--- config.mk ---
export PLATFORM = sky130hd
export DESIGN_NAME = mem_mapped_uart_tx
export DESIGN_NICKNAME = d
export VERILOG_FILES = /design/src/rtl/mem_mapped_uart_tx_pkg.sv /design/src/rtl/mem_mapped_uart_tx_sync_fifo.sv /design/src/rtl/mem_mapped_uart_tx.sv
export SDC_FILE = /design/constraint.sdc
export NUM_CORES = 1
export LEC_CHECK = 0
export CAP_MARGIN = 20
export CORE_MARGIN = 3
export CORE_UTILIZATION = 50
export CTS_BUF_LIST = sky130_fd_sc_hd__clkbuf_4
export CTS_CLUSTER_DIAMETER = 40
export DETAILED_ROUTE_END_ITERATION = 10
export PLACE_DENSITY = 0.83
export SYNTH_ARGS = -nofsm -noshare
export SYNTH_HDL_FRONTEND = slang
export SYNTH_SLANG_ARGS = --single-unit
--- constraint.sdc ---
create_clock -name clk -period 2.1 [get_ports clk]
set_clock_uncertainty 0.15 [all_clocks]
set_input_delay 0.42 -clock clk [delete_from_list [all_inputs] [get_ports clk]]
set_output_delay 0.42 -clock clk [all_outputs]
set_load 0.01 [all_outputs]
--- src/rtl/mem_mapped_uart_tx_pkg.sv ---
// Shared constants for the memory-mapped UART transmitter: bus addresses,
// TX FSM state encodings and STATUS word bit positions.
package mem_mapped_uart_tx_pkg;
  localparam logic [15:0] UART_DATA_ADDR   = 16'hFF10;
  localparam logic [15:0] UART_STATUS_ADDR = 16'hFF11;

  localparam logic [1:0] S_IDLE  = 2'd0;
  localparam logic [1:0] S_START = 2'd1;
  localparam logic [1:0] S_DATA  = 2'd2;
  localparam logic [1:0] S_STOP  = 2'd3;

  localparam int ST_EMPTY = 0;
  localparam int ST_FULL  = 1;
  localparam int ST_BUSY  = 2;
  localparam int ST_OVF   = 3;
endpackage

--- src/rtl/mem_mapped_uart_tx_sync_fifo.sv ---
// Show-ahead synchronous FIFO: dout holds the head entry whenever !empty.
// A push while full is accepted only when a pop happens on the same edge.
module sync_fifo #(
  parameter int WIDTH = 8,
  parameter int AW    = 2
) (
  input  logic             clk,
  input  logic             rst_n,
  input  logic             push,
  input  logic             pop,
  input  logic [WIDTH-1:0] din,
  output logic [WIDTH-1:0] dout,
  output logic             empty,
  output logic             full
);
  localparam int DEPTH = 1 << AW;

  logic [WIDTH-1:0] mem [DEPTH];
  logic [AW-1:0]    wr_ptr, rd_ptr;
  logic [AW:0]      count;
  logic             do_push, do_pop;

  assign empty   = (count == '0);
  assign full    = (count == (AW+1)'(DEPTH));
  assign do_pop  = pop && !empty;
  assign do_push = push && (!full || do_pop);
  assign dout    = mem[rd_ptr];

  always_ff @(posedge clk)
    if (do_push) mem[wr_ptr] <= din;

  always_ff @(posedge clk or negedge rst_n) begin
    if (!rst_n) begin
      wr_ptr <= '0;
      rd_ptr <= '0;
      count  <= '0;
    end else begin
      if (do_push) wr_ptr <= wr_ptr + 1'b1;
      if (do_pop)  rd_ptr <= rd_ptr + 1'b1;
      case ({do_push, do_pop})
        2'b10:   count <= count + 1'b1;
        2'b01:   count <= count - 1'b1;
        default: ;
      endcase
    end
  end
endmodule

--- src/rtl/mem_mapped_uart_tx.sv ---
// 8N1 UART transmitter on the CPU data bus: byte FIFO behind DATA_ADDR,
// sticky-overflow status at STATUS_ADDR, read data zero when not selected.
module mem_mapped_uart_tx
  import mem_mapped_uart_tx_pkg::*;
#(
  parameter logic [15:0] DATA_ADDR   = UART_DATA_ADDR,
  parameter logic [15:0] STATUS_ADDR = UART_STATUS_ADDR,
  parameter int          FIFO_AW     = 2
) (
  input  logic        clk,
  input  logic        rst_n,
  input  logic [15:0] mem_addr,
  input  logic        mem_wr_en,
  input  logic        mem_rd_en,
  input  logic [15:0] data_in,
  output logic [15:0] data_out,
  input  logic [15:0] baud_div,
  output logic        tx,
  output logic        busy
);
  logic [1:0]  state;
  logic [15:0] div, cnt;
  logic [7:0]  shreg;
  logic [2:0]  bit_idx;
  logic        ovf;
  logic        wr_hit, rd_stat, drop, bit_end;
  logic        fifo_push, fifo_pop, fifo_empty, fifo_full;
  logic [7:0]  fifo_dout;
  logic [15:0] status_word;

  assign wr_hit    = mem_wr_en && (mem_addr == DATA_ADDR);
  assign rd_stat   = mem_rd_en && (mem_addr == STATUS_ADDR);
  assign fifo_pop  = (state == S_IDLE) && !fifo_empty;
  assign fifo_push = wr_hit;
  // Dropped only when nothing leaves the FIFO on this edge to make room.
  assign drop      = wr_hit && fifo_full && !fifo_pop;
  assign bit_end   = (cnt == div);

  sync_fifo #(.WIDTH(8), .AW(FIFO_AW)) u_fifo (
    .clk   (clk),
    .rst_n (rst_n),
    .push  (fifo_push),
    .pop   (fifo_pop),
    .din   (data_in[7:0]),
    .dout  (fifo_dout),
    .empty (fifo_empty),
    .full  (fifo_full)
  );

  always_comb begin
    status_word           = '0;
    status_word[ST_EMPTY] = fifo_empty;
    status_word[ST_FULL]  = fifo_full;
    status_word[ST_BUSY]  = busy;
    status_word[ST_OVF]   = ovf;
  end

  always_ff @(posedge clk or negedge rst_n) begin
    if (!rst_n) begin
      data_out <= '0;
      ovf      <= 1'b0;
    end else begin
      data_out <= rd_stat ? status_word : '0;
      if (drop)         ovf <= 1'b1;
      else if (rd_stat) ovf <= 1'b0;
    end
  end

  always_ff @(posedge clk or negedge rst_n) begin
    if (!rst_n) begin
      state   <= S_IDLE;
      div     <= '0;
      cnt     <= '0;
      shreg   <= '0;
      bit_idx <= '0;
      tx      <= 1'b1;
      busy    <= 1'b0;
    end else begin
      case (state)
        S_IDLE: if (fifo_pop) begin
          shreg <= fifo_dout;
          div   <= baud_div;
          cnt   <= '0;
          tx    <= 1'b0;
          busy  <= 1'b1;
          state <= S_START;
        end
        S_START: if (bit_end) begin
          cnt     <= '0;
          bit_idx <= '0;
          tx      <= shreg[0];
          state   <= S_DATA;
        end else cnt <= cnt + 1'b1;
        S_DATA: if (bit_end) begin
          cnt <= '0;
          if (bit_idx == 3'd7) begin
            tx    <= 1'b1;
            state <= S_STOP;
          end else begin
            bit_idx <= bit_idx + 1'b1;
            shreg   <= shreg >> 1;
            tx      <= shreg[1];
          end
        end else cnt <= cnt + 1'b1;
        S_STOP: if (bit_end) begin
          cnt   <= '0;
          busy  <= 1'b0;
          state <= S_IDLE;
        end else cnt <= cnt + 1'b1;
        default: state <= S_IDLE;
      endcase
    end
  end
endmodule

==> metrics.md, run 1 <==
| Metric | Value |
|---|---|
| Commonest non-fill, non-tap cells in the layout | `dfrtp_1, buf_4, clkdlybuf4s50_1` |
| Dpl cell area | `roughly 0.0053 sq mm` |
| Utilization after layout | `0.676` |
| Worst setup endpoint | `shreg[0]` |
| Core Footprint | `0.00838 sq mm` |
| Port bufs | `just under 50` |
| Pwr dens | `about 1100 mW/mm^2` |
| Area grow syn2layout | `28.8%` |
| Area leader, netlist | `dfrtp_1` |
| Pleak | `around 2.4 nW` |
| Final nets | `510` |
| Critical Path Max Stage Delay | `between 0.4 and 0.5 ns` |
| Violated checks | `negative setup slack` |
| Multi-input gate area | `0.00194 sq mm` |
| DR vias | `just over 3,000` |
| M1 GR Usage | `0.271` |
| Routed vias/inst | `5.60` |
| Minimum clock period | `approximately 2.2 ns` |
| Final WS setup | `-0.0647 ns` |
| Post-synthesis sequential area ratio | `0.554` |
| Mapped Avg Cell Area | `~13 sq um` |
| Wirelength, routed | `approximately 9400 microns` |
| RD Place Congestion | `0.823` |
| Largest net degree at the start of global routing | `60` |
| Pins Over Slew Limit | `0` |
| Fmax | `about 460 MHz` |
| Family with the most delay on the worst path | `buffers and inverters` |
| Wirelength per Cell | `between 15 and 20 microns` |
| Async S/R FF share, synth | `0.648` |
| Setup Total Neg Slack | `-0.439 ns` |
| Synthesized cell area | `roughly 0.0044 sq mm` |
| Crit Path Max Fanout | `7` |
| # setup viols final | `10` |
| I/O pin cnt | `70` |
| R2r endpoint | `shreg[0]` |
| Dpl hpwl | `between 6000 and 7000 microns` |
| Layout cells sized above 1 | `0.311` |
| Most common flop cell mapped by yosys | `dfrtp_1` |
| Cell variety after synth | `52` |
| CTS tree | `built` |
| Power consumption | `around 0.0065 W` |
| Crit path kind | `flop to flop` |
| Final instance count without filler cells | `approximately 560` |
| Design area | `0.00567 sq mm` |
| FF+latch count, synth | `91` |
| RSZ-0062 raised after global routing | `true` |
| Met2 usage | `0.302` |
| RR Startpoint | `cnt[2]` |
| H-Tree Level Count | `3` |
| Global-route wire length before repair | `about 15,000 microns` |
| Req. time, crit path | `2.29 ns` |
| Yosys top cell area share | `0.330` |
| FF-to-FF setup slack | `-0.06 ns` |
| DRT Pass-1 Iters | `4` |
| CP endpoint kind | `flop` |
| CTS root buf | `clkbuf_4` |
| Cell row count | `33` |
| Worst EP arrival | `2.36 ns` |
| Remaining DRCs | `0` |
| Routed Antenna Nets | `0` |
| Die Area | `approximately 0.01 sq mm` |
| Number of flops mapped to enable cells by yosys | `32` |
| Maxcap violations | `0` |
| Fillers | `571` |
| Vias in the first global route | `roughly 3,100` |
| Clock transition at path regs | `approximately 0.15 ns` |
| R2R cell count | `8` |
| Worst hold path type | `input port to asynchronous set/reset pin` |
| Synth top area cells | `dfrtp_1, edfxtp_1, mux2_2, mux4_2, xor2_1` |
| Fin. Hold Viols | `0` |
| Period utilisation layout | `1.03` |
| Most common cell after layout, fill and taps aside | `dfrtp_1` |
| Grt peak-use layer | `met2` |
| Ant diodes | `0` |
| Cell with the largest stage delay on the worst path | `dfrtp_1` |
| Die width | `around 100 microns` |
| Met3 global-route usage | `0.0410` |
| Total grt overflow | `0` |
| Antenna violations before repair | `0` |
| CTS Buf Count | `9` |
| Status | `finished with violations` |
| Inst Count DP | `530` |
| Starting Density | `0.525` |
| Startpoint types | `flop` |
| Critical Path Start | `cnt[2]` |
| Later-pin clock latency in the skew report | `between 0.4 and 0.5 ns` |
| Chip Height | `99.8 microns` |
| Levels on crit path | `8` |
| Synth warn | `0` |
| Drt initial violations | `roughly 200` |
| Buf+Inv Stages, Crit Path | `3` |
| Max rail drop VDD | `between 0.5 and 0.6 mV` |
| Clock Sinks | `approximately 90` |
| Synthesized instance count | `346` |
| GRT Resource Usage Total | `0.191` |
| Clk buf depth | `2` |
| Reg area | `roughly 0.0024 sq mm` |
| CP Cell Sequence | `xor2_1 > nor4_2 > buf_4 > nand4_1 > buf_6 > o21ai_4 > buf_12 > mux2_4` |
## tightest hold or removal path: cells and delay by family
| kind | cells | cell delay (ns) |
|---|---|---|
| buf+inv | 3 | 0.95 |
## metal layers
layer | routed length [microns] | part of all wire | vias to the layer above
li1 | - | - | 1427
met1 | 4130 | 0.44 | 1558
met2 | 4640 | 0.49 | 112
met3 | 504 | 0.054 | 10
met4 | 118 | 0.013 | 0
met5 | 0 | 0 | -
## power by group
group / switching, W / total (W) / internal, W
clock: 0.000623 / 0.00124 / 0.000612
combinational: 0.00122 / 0.00277 / 0.00155
sequential: 0.000277 / 0.00248 / 0.00220
## cell type report
cell class / count / share of cell area
sequential: 91 / 0.430
multi-input combinational: 228 / 0.342
timing repair buffer: 105 / 0.164
tap: 105 / 0.0232
clock inverter: 7 / 0.0214
clock buffer: 9 / 0.0119
inverter: 10 / 0.00662
## per-stage QoR
| step | setup slack [ns] | hold WS (ns) |
|---|---|---|
| after floorplan | -0.236 | -0.0256 |
| after global placement | -0.608 | 0.300 |
| after detailed placement | -0.716 | 0.305 |
| after CTS | -0.0676 | 0.334 |
| after global routing | -0.170 | 0.384 |
| final | -0.0647 | 0.352 |
## state kept, by name (all words and copies together), names as in the netlist
name,flops
bit_idx,3
u_fifo.rd_ptr,2
data_out,4
u_fifo.mem,32
shreg,8
busy,1
state,2
u_fifo.count,3
tx,1
cnt,16
div,16
u_fifo.wr_ptr,2
ovf,1
## cells by family (layout without fill, tap and decap cells)
group / count (synthesis) / after routing / synth area share
xor+xnor: 23 / 23 / 0.0458
flops: 91 / 91 / 0.554
compound gates: 47 / 47 / 0.0734
fa+ha+maj: 13 / 13 / 0.0387
buf+inv: 38 / 131 / 0.0452
simple gates: 89 / 89 / 0.109
mux: 44 / 44 / 0.133
other cells: 1 / 12 / 0.000852
## worst min path at each step
| stage | startpoint | endpoint | slack [ns] | cells after the start |
|---|---|---|---|---|
| floorplan | rst_n | bit_idx[0] | -0.03 | 0 |
| global placement | rst_n | cnt[14] | 0.30 | 2 |
| detailed placement | rst_n | div[12] | 0.30 | 2 |
| CTS | rst_n | bit_idx[0] | 0.33 | 3 |
| global route | rst_n | div[14] | 0.38 | 3 |
| finish | rst_n | div[14] | 0.35 | 3 |
## cells in the mapped netlist, types with 3 or more instances
cell      number
a21o_1         5
a21oi_1        8
a22o_1         5
and2_1         5
buf_2          3
buf_4         12
clkbuf_1      10
dfrtp_1       58
edfxtp_1      32
ha_1          12
inv_1         10
mux2_2        31
mux2i_1        4
mux4_2         8
nand2_1       27
nand3_1       15
nand4_1        6
nor2_1         9
nor3_1         3
nor4_1         5
o211ai_1       4
o21ai_0       12
o311ai_0       3
or3_1          3
xnor2_1        4
xor2_1        19
## timing repair
action | 4_1_cts | 5_1_grt
setup buffers | 3 | 4
hold buffers | 1 | 0
endpoints found under the hold margin | 58 | 0
cloned | 0 | 2
pin swaps | 8 | 10
resized for setup | 15 | 18
endpoints found under the setup margin | 53 | 26
Power figures use the tool's default switching activity.
==> inputs of run 2 (changes only) <==
--- a/config.mk
+++ b/config.mk
@@ -5,6 +5,7 @@
 export SDC_FILE = /design/constraint.sdc
 export NUM_CORES = 1
 export LEC_CHECK = 0
+export ABC_AREA = 1
 export CAP_MARGIN = 20
 export CORE_MARGIN = 3
 export CORE_UTILIZATION = 50
@@ -15,3 +16,4 @@
 export SYNTH_ARGS = -nofsm -noshare
 export SYNTH_HDL_FRONTEND = slang
 export SYNTH_SLANG_ARGS = --single-unit
+export TNS_END_PERCENT = 100
==> metrics.md, run 2 <==
| Metric | Value |
|---|---|
| Port bufs | `49` |
| H-Tree Level Count | `3` |
| Crit Path Max Fanout | `4` |
| Fmax | `492 MHz` |
| Family with the most delay on the worst path | `buffers and inverters` |
| Remaining DRCs | `0` |
| # setup viols final | `0` |
| Later-pin clock latency in the skew report | `approximately 0.46 ns` |
| Startpoint types | `flop` |
| Synthesized cell area | `about 0.0045 sq mm` |
| Chip Height | `between 100 and 150 microns` |
| Area leader, netlist | `dfrtp_1` |
| Clk buf depth | `2` |
| Xor and xnor area share after synthesis | `0.0156` |
| Final WS setup | `just under 0.07 ns` |
| Die Area | `roughly 0.010 sq mm` |
| Cell variety after synth | `36` |
| Maxcap violations | `0` |
| Routed vias/inst | `just over 5` |
| CTS tree | `built` |
| Worst hold path type | `input port to asynchronous set/reset pin` |
| Portion of netlist area occupied by mux cells | `0` |
| RD Place Congestion | `slightly above 0.8` |
| CTS Buf Count | `9` |
| Cell row count | `33` |
| Clock Sinks | `91` |
| Ant diodes | `0` |
| Yosys top cell area share | `0.324` |
| Core Footprint | `about 0.0085 sq mm` |
| Largest net degree at the start of global routing | `60` |
| FF+latch count, synth | `91` |
| Synth Area in Compound Gates | `0.116` |
| CTS root buf | `clkbuf_4` |
| Pins Over Slew Limit | `0` |
| Total grt overflow | `0` |
| Dpl hpwl | `between 6000 and 7000 microns` |
| Top Registers | `u_fifo.mem (32), cnt (16), div (16)` |
| Max rail drop VDD | `roughly 0.73 mV` |
| Synth Area in Simple Gates | `0.199` |
| Minimum clock period | `~2 ns` |
| Most common cell after layout, fill and taps aside | `nand2_1` |
| RSZ-0062 raised after global routing | `false` |
| Starting Density | `0.529` |
| Drt initial violations | `between 200 and 250` |
| Status | `finished, final reports clean` |
| Pleak | `between 2 and 2.5 nW` |
| Synth warn | `0` |
| Clock transition at path regs | `0.17 ns` |
| Req. time, crit path | `between 1.5 and 2 ns` |
| Crit path kind | `flop to output pin` |
| Top-count cell post-synth | `nand2_1` |
| Area grow syn2layout | `19.0%` |
| Number of flip-flops in the largest register | `32` |
| Number of flops mapped to enable cells by yosys | `32` |
| Routed Antenna Nets | `0` |
| Wirelength, routed | `between 8000 and 9000 microns` |
| Global-route wire length before repair | `15,400 microns` |
| GRT Resource Usage Total | `0.190` |
| Setup Total Neg Slack | `0 ns` |
| Post-Synth Adder-Cell Area | `0.0380` |
| Critical Path Max Stage Delay | `0.56 ns` |
| Final nets | `637` |
| Commonest non-fill, non-tap cells in the layout | `nand2_1, nor2_1, dfrtp_1` |
| Largest family of logic cells by synthesized area | `simple AND/OR/NAND/NOR gates` |
| Antenna violations before repair | `0` |
| Pwr dens | `1130 mW/mm^2` |
| CP endpoint kind | `output pin` |
| DRT Pass-1 Iters | `4` |
| Reg with most FFs | `u_fifo.mem` |
| Power consumption | `between 0.006 and 0.007 W` |
| Cell with the largest stage delay on the worst path | `clkdlybuf4s50_1` |
| DR vias | `3,516` |
| Wirelength per Cell | `~13 microns` |
| Layout cells sized above 1 | `0.132` |
| Post-synthesis sequential area ratio | `0.544` |
| Synthesized instance count | `slightly above 500` |
| Vias in the first global route | `roughly 3,400` |
| Fin. Hold Viols | `0` |
| Buf+Inv Stages, Crit Path | `1` |
| I/O pin cnt | `70` |
| Mapped Avg Cell Area | `about 9 sq um` |
| Most common flop cell mapped by yosys | `dfrtp_1` |
| Worst EP arrival | `between 1 and 1.5 ns` |
| Synth top cells by count | `nand2_1, nor2_1, dfrtp_1` |
| CP Cell Sequence | `clkdlybuf4s50_1` |
| Synth top area cells | `dfrtp_1, edfxtp_1, nand2_1, nor2_1, o21ai_0` |
| Period utilisation layout | `0.967` |
| Pre-CTS setup slack | `-0.366 ns` |
| Async S/R FF share, synth | `0.648` |
| Die width | `101 microns` |
[run 2: changes by cell type in the layout (fill, tap and decap cells not counted), moves of 24 or more]
cell,change
nand2_1,+93
nor2_1,+53
inv_1,+38
buf_4,-32
o21ai_0,+25
mux2_2,-24
[run 2: worst paths after layout]
path / start / to / slack, ns / cells past startpoint
max: busy / busy / 0.07 / 1
min: rst_n / div[7] / 0.32 / 3
max reg2reg: state[0] / u_fifo.mem[0][2] / 0.15 / 7
min reg2reg: tx / tx / 0.35 / 2
max in group asynchronous: rst_n / tx / 1.14 / 3
min in group clk: tx / tx / 0.35 / 2
[run 2: worst reg2reg max path, cell delays in order (launching register included)]
cell and delay (ns):
dfrtp_1 0.45, inv_1 0.13, ha_2 0.30, nor2_1 0.07, nor2_1 0.16, inv_1 0.10
nor2_1 0.11, buf_4 0.20
[run 2: kinds of logic after synthesis]
group,after synthesis
and+or+nand+nor,219
xor gates and xnor gates,8
adders and majority gates,13
AOI/OAI and AO/OA,87
buffers and inverters,88
DFF,91
other,1
[run 2: timing repair]
item	CTS	global route
endpoints found under the setup margin	1	47
pin swaps	0	3
setup buffers	0	5
resized for setup	1	9
endpoints found under the hold margin	58	0
hold buffers	1	0
[run 2: power by group]
group	switching, W	internal (W)	leakage (nW)	total, W
Sequential	0.000274	0.00221	1.02	0.00248
Clock	0.000679	0.000285	0.0761	0.000965
Combinational	0.00154	0.00102	1.33	0.00256
[run 2: routing by layer]
metal / global-route usage / vias up / wire, microns / share of wire
met4: 0.0549 / 0 / 132 / 0.015
li1: - / 1756 / - / -
met2: 0.329 / 69 / 4630 / 0.52
met3: 0.0388 / 13 / 341 / 0.038
met1: 0.240 / 1678 / 3800 / 0.43
met5: 0 / - / 0 / 0
[run 2: through the flow]
| step | hold slack (ns) | util | area, sq um | cells |
|---|---|---|---|---|
| after floorplan | -0.0256 | - | 4520 | 518 |
| after CTS | 0.320 | 0.622 | 5270 | 677 |
| after global placement | 0.298 | 0.604 | 5110 | 660 |
| after global routing | 0.325 | 0.630 | 5330 | 682 |
| after detailed placement | 0.303 | 0.604 | 5110 | 660 |
| final | 0.321 | 0.630 | 5330 | 682 |
[run 2: layout make-up]
| class | count | area (sq um) |
|---|---|---|
| fillers | 694 | 3130 |
| clock inverters | 7 | 80.1 |
| clock buffers | 9 | 67.6 |
| multi-input cells | 339 | 1720 |
| repair buffers | 68 | 654 |
| flip-flops and latches | 91 | 2440 |
| well taps | 105 | 131 |
| inverters | 63 | 236 |
